`config.mk`:
```
export PLATFORM = sky130hd
export DESIGN_NAME = adc_tx_emulator
export DESIGN_NICKNAME = d
export VERILOG_FILES = /design/src/rtl/adc_tx_emulator.sv
export SDC_FILE = /design/constraint.sdc
export NUM_CORES = 1
export LEC_CHECK = 0
export BUFFER_PORTS_ARGS = -buffer_cell sky130_fd_sc_hd__buf_2
export CORE_ASPECT_RATIO = 1.5
export CORE_MARGIN = 4
export CORE_UTILIZATION = 53
export DETAILED_ROUTE_END_ITERATION = 10
export GPL_ROUTABILITY_DRIVEN = 0
export GPL_TIMING_DRIVEN = 1
export HOLD_SLACK_MARGIN = 0.15
export PLACE_DENSITY = 0.75
export SETUP_SLACK_MARGIN = 0.2
export SLEW_MARGIN = 10
export SYNTH_ARGS = -nofsm -noshare
export SYNTH_HDL_FRONTEND = slang
export SYNTH_SLANG_ARGS = --single-unit
```
`constraint.sdc`:
```
create_clock -name clk -period 7 [get_ports clk]
set_input_delay 1.4 -clock clk [delete_from_list [all_inputs] [get_ports clk]]
set_output_delay 1.4 -clock clk [all_outputs]
set_load 0.02 [all_outputs]
```
`src/rtl/adc_tx_emulator.sv`:
```
// Transmit-side emulator for the 2-lane, byte-wise, 16-bit LVDS ADC link.
// Serialises one word per 8-slot frame and produces FCO/DCO alongside the lane bits.
module adc_tx_emulator #(
  parameter logic [15:0] RAMP_STEP     = 16'd1,
  parameter logic [15:0] FIXED_PATTERN = 16'hA5C3
) (
  input  logic        clk,
  input  logic        rst_n,
  input  logic        en,
  input  logic [1:0]  mode,
  input  logic [15:0] s_data,
  input  logic        s_valid,
  output logic        s_ready,
  input  logic [2:0]  fco_phase,
  input  logic        underrun_clr,
  output logic        dco,
  output logic        fco,
  output logic        ln1,
  output logic        ln0,
  output logic        frame_start,
  output logic        underrun,
  output logic [15:0] frame_cnt
);

  typedef enum logic [1:0] {
    MODE_STREAM = 2'd0,
    MODE_RAMP   = 2'd1,
    MODE_FIXED  = 2'd2,
    MODE_CHECK  = 2'd3
  } mode_e;

  logic [2:0]  k;
  logic [15:0] word;
  logic [2:0]  phase_l;
  logic [15:0] hold_reg;
  logic        hold_full;
  logic [15:0] ramp;
  logic        cb_odd;

  logic        load, accept, bypass, set_ur;
  logic [15:0] src_word, cur_word;
  logic [2:0]  cur_phase, fco_d;
  logic [7:0]  hi_byte, lo_byte;

  assign s_ready = en && (mode == MODE_STREAM) && !hold_full;
  assign accept  = s_valid && s_ready;
  assign load    = en && (k == 3'd0);
  // An empty register at the load slot lets a same-cycle sample go straight into the frame.
  assign bypass  = load && (mode == MODE_STREAM) && !hold_full && accept;

  always_comb begin
    src_word = 16'h0000;
    set_ur   = 1'b0;
    case (mode_e'(mode))
      MODE_STREAM: begin
        if (hold_full)   src_word = hold_reg;
        else if (accept) src_word = s_data;
        else             set_ur   = 1'b1;
      end
      MODE_RAMP:  src_word = ramp;
      MODE_FIXED: src_word = FIXED_PATTERN;
      MODE_CHECK: src_word = cb_odd ? 16'h5555 : 16'hAAAA;
      default:    src_word = 16'h0000;
    endcase
  end

  assign cur_word  = load ? src_word : word;
  assign cur_phase = load ? fco_phase : phase_l;
  assign fco_d     = k - cur_phase;
  assign hi_byte   = cur_word[15:8];
  assign lo_byte   = cur_word[7:0];

  always_ff @(posedge clk or negedge rst_n) begin
    if (!rst_n) begin
      k           <= '0;
      word        <= '0;
      phase_l     <= '0;
      hold_reg    <= '0;
      hold_full   <= 1'b0;
      ramp        <= '0;
      cb_odd      <= 1'b0;
      dco         <= 1'b0;
      fco         <= 1'b0;
      ln1         <= 1'b0;
      ln0         <= 1'b0;
      frame_start <= 1'b0;
      underrun    <= 1'b0;
      frame_cnt   <= '0;
    end else begin
      if (accept && !bypass) begin
        hold_reg  <= s_data;
        hold_full <= 1'b1;
      end
      if (load && set_ur)     underrun <= 1'b1;
      else if (underrun_clr)  underrun <= 1'b0;

      if (!en) begin
        // Abandon the partial frame; pattern state, count and holding register stay put.
        k           <= '0;
        dco         <= 1'b0;
        fco         <= 1'b0;
        ln1         <= 1'b0;
        ln0         <= 1'b0;
        frame_start <= 1'b0;
      end else begin
        k           <= k + 3'd1;
        ln1         <= hi_byte[3'd7 - k];
        ln0         <= lo_byte[3'd7 - k];
        fco         <= ~fco_d[2];
        dco         <= ~k[0];
        frame_start <= load;
        if (load) begin
          word      <= src_word;
          phase_l   <= fco_phase;
          frame_cnt <= frame_cnt + 16'd1;
          if (mode == MODE_STREAM && hold_full) hold_full <= 1'b0;
          if (mode == MODE_RAMP)  ramp   <= ramp + RAMP_STEP;
          if (mode == MODE_CHECK) cb_odd <= ~cb_odd;
        end
      end
    end
  end

endmodule
```
Word-level counts from Yosys, hierarchy flattened. Index checks and enable logic that the tools add are counted.

Div/mod/pow operators: 0. $add $sub $neg: 5. Eq/ne operators: 3. Shifts and indexed selects: 0. Magnitude comparators: 1. Reduce and logical (&&, ||, !) cells: 18. Multipliers: 0. Bitwise logic cells: 3. Muxes and demuxes: 25.

Operators with widths (number): $mux 16 (4); $pmux 16 s4 (1); $add 16x1->16 const B (2); $mux 1 (16); $logic_and 1x1->1 (10); $bmux 1 s3 (2); $mux 3 (2); $reduce_and 3->1 (2); $eq 2x2->1 const B (2); $lt 3x4->1 const B (1); $add 3x1->3 const B (1); $logic_not 3->1 (1); $not 1->1 (3); $sub 3x3->3 (1); $sub 3x3->3 const A (1); $eq 2x1->1 const B (1); $logic_not 1->1 (2); $logic_not 2->1 (1); $reduce_and 2->1 (1); $reduce_bool 2->1 (1).

Flip-flop bits (word level): 78. Memory bits (read-only): 0. Memories: 0. Latch bits: 0. RAM bits: 0.

Longest topological paths before layout.
Word-level depth: 11. Gate-level depth with buffers: 12.

Worst setup path after synthesis. Ideal clock, no wire load.

Kind: input -> output. Start point: input port en. End point: output port s_ready. Arrival: 1.959 ns. Path buffers: 2. Data required time: 5.600 ns. Cell stages on the path: 3. Slack: 3.641 ns. Path through: buf_6 > nor4b_4 > buf_2.

Cells in the longest elaborated chain, start to end: 2.

Ends and longest elaborated chain: from (decl) (line 9) `input logic en,`; $logic_and 1x1->1 (2 in series) (line 45) `assign s_ready = en && (mode == MODE_STREAM) && !hold_full;`; to (decl) (line 13) `output logic s_ready,`.

Every way passes these cells.

Worst setup path in the final report.
Start point: input port mode[1]. End point: output port s_ready.

Cells in the longest elaborated chain, start to end: 3.

Ends and longest elaborated chain: from (decl) (line 10) `input logic [1:0] mode,`; $logic_not 2->1 (line 45); $logic_and 1x1->1 (2 in series) (line 45).

Every way passes these cells.

==> run metrics <==
worst-margin pin slew=between 900 and 1000 ps; static leakage=0.001964 uW; asr flop ratio synth=between 90% and 100%; most frequent cells in the layout=dfrtp_1, buf_2, nand2_1, xnor2_1, mux2_2; setup TNS=0 ps; Routed WL per cell=roughly 17 um; Critical Path Start Type=input pin; Starting DRT DRC Count=between 100 and 150; port bufs=48; HPWL Detailed=5.564 mm; Diodes inserted=0; via count=~2700; Final Cycle Share=a little under three fifths; worst vdd ir=between 0.15 and 0.2 mV; routed wire length on met3=between 300 and 400 um; pin count of the biggest net entering global routing=between 70 and 80; status=finished clean; Max Root-Sink Buffers=2; post-synth cell types=52; Clock Pin Slew Worst Setup and Hold Paths=approximately 80 ps; initial antenna violation count=0; I/O pin cnt=slightly below 50; post-placement setup slack=about 3100 ps; EDFF count, synth=0; fill cell count=approximately 550; Post-Syn Area per Cell=roughly 11 um2; CTS H-tree lvls=3; Syn Inst Count=about 330; synth-to-layout area growth=11.89%; DR DRC count=0; final setup margin=3073 ps; 1st-pass router iterations=4; vias in the first global route=2710; # rows=36; crit path time final=3927 ps; RSZ-0062 raised after global routing=no; clk sinks=between 70 and 80; crit-path max FO=16; Max Freq=~0.25 GHz; met2 wire length=4.002 mm; MaxCap Viol Count=0; dominant synthesized flop cell=dfrtp_1; register area share after synthesis=52.45%; Tot GR Track Use=19.90%; relative slew slack=35.99%; CTS tree=built; worst skew pair latency=~360 ps; Top Layer Used=met4; Slew Viols, Final=0; post-synthesis sequential element count=77; CTS Root Cell=clkbuf_8; data required time of the worst path=approximately 5600 ps; Synth Net Count=about 360; Worst Skew=between 10 and 15 ps; CTS Buf Count=9; Post-CTS Setup Bufs=0; die extent in x=between 70 and 80 um; die height=between 100 and 150 um; cell area after synthesis=about 3700 um2; vias per std cell=~5.8; cts repair resizes=0; grt ovf=0; setup violators final=0; routed wire length=approximately 8 mm; # hold bufs at CTS=0; die area=~8400 um2; commonest non-fill, non-tap cell in the layout=dfrtp_1; layout cells sized above 1=a little under a quarter; Critical Path Sink Type=primary output; core area=around 6600 um2; Min-Delay Path Class=flip-flop to flip-flop; number of routed nets with antenna violations=0; initial core utilization=roughly 55%; WP data arrival=~2500 ps; first-pass GRT wire length=~13 mm; Final Hold Vio Count=0; Crit Path Category=input pin to primary output; Synth Warn #=0; Final #Nets=about 410; Cell Pwr Density=~280 nW/um2; Post-Route M1 WL=~3.2 mm
-- critical path: stages --
cell     delay, ps
buf_2          200
nor4b_4        640
buf_2          280
-- synth_stat cells, types with 2 or more instances --
library cell  instances  area, um2
dfrtp_1              77       1927
nand2_1              44      165.2
xnor2_1              21      183.9
mux2_2               18      202.7
nand3_1              16      80.08
xor2_1               10      87.58
nor2_1                9      33.78
a21oi_1               8      40.04
nor3_1                8      40.04
a221oi_1              7      61.31
a31oi_1               7      43.79
nand4_1               7      43.79
o21ai_0               7      35.03
and3_1                6      37.54
buf_2                 6      30.03
clkbuf_1              6      22.52
inv_1                 6      22.52
ha_1                  5      62.56
mux2i_1               5      50.05
nor2b_1               5      31.28
a211o_1               4      35.03
and2_1                4      25.02
a21o_1                3      22.52
a22o_1                3      26.28
a311oi_1              3      26.28
o21ai_1               3      15.01
a221o_1               2      20.02
and3b_1               2      17.52
buf_6                 2      22.52
nand3b_1              2      15.01
nand4b_1              2      17.52
nor4_1                2      12.51
o211ai_1              2      15.01
o22ai_1               2      12.51
o32ai_1               2      17.52
-- report_power, final --
group	switching (uW)	leakage [uW]	total, uW	internal, uW
registers	73.4	0.000989	610	537
logic	133	0.000884	245	112
clock network	160	0.0000921	307	146
total	367	0.00196	1160	795
-- per-stage QoR --
| stage | hold slack [ps] | cells | instance area, um2 | total power [uW] | util, % |
|---|---|---|---|---|---|
| 3_3_place_gp | 451.5 | 442 | 3933 | 855.7 | 59.39 |
| 6_report | 467.5 | 458 | 4110 | 1162 | 62.07 |
| 5_1_grt | 494.2 | 458 | 4110 | 1236 | 62.07 |
| 3_5_place_dp | 454.0 | 442 | 3933 | 866.3 | 59.39 |
| 4_1_cts | 474.1 | 458 | 4110 | 1174 | 62.07 |
| 2_1_floorplan | 435.8 | 333 | 3674 | 781.0 | - |
-- final cells by class --
cell class | count | area (um2) | area share (%)
sequential | 77 | 1927 | 46.88
timing repair buffer | 48 | 242.7 | 5.906
multi-input combinational | 234 | 1642 | 39.94
inverter | 7 | 26.28 | 0.6393
clock buffer | 12 | 155.1 | 3.775
clock inverter | 4 | 22.52 | 0.5479
tap | 76 | 95.09 | 2.314
-- path summary, 6_finish.rpt --
check	from	end	slack, ps	cells after the start
hold / removal	phase_l[0]$_DFFE_PN0P_	phase_l[0]$_DFFE_PN0P_	470	2
hold reg to reg	phase_l[0]$_DFFE_PN0P_	phase_l[0]$_DFFE_PN0P_	470	2
setup reg to reg	k[1]$_DFF_PN0_	ln0$_DFF_PN0_	4170	8
max in group asynchronous	rst_n	frame_cnt[0]$_DFFE_PN0P_	5200	1
setup / recovery	mode[1]	s_ready	3070	3
min in group asynchronous	rst_n	frame_cnt[13]$_DFFE_PN0P_	1200	1
-- layer usage --
layer	track usage [%]	vias to the layer above
met5	0	-
met4	11.83	0
met3	4.836	18
met2	33.15	61
met1	23.28	1314
li1	-	1283
-- logic make-up after synthesis --
family	synth area share [%]
flip-flops	52.45
XOR/XNOR	7.391
AO/OA/AOI/OAI	11.78
multiplexers	7.493
adder cells (fa/ha/maj)	1.703
buffers and inverters	2.861
AND/OR/NAND/NOR	16.32
(Power assumes the default switching activity.)
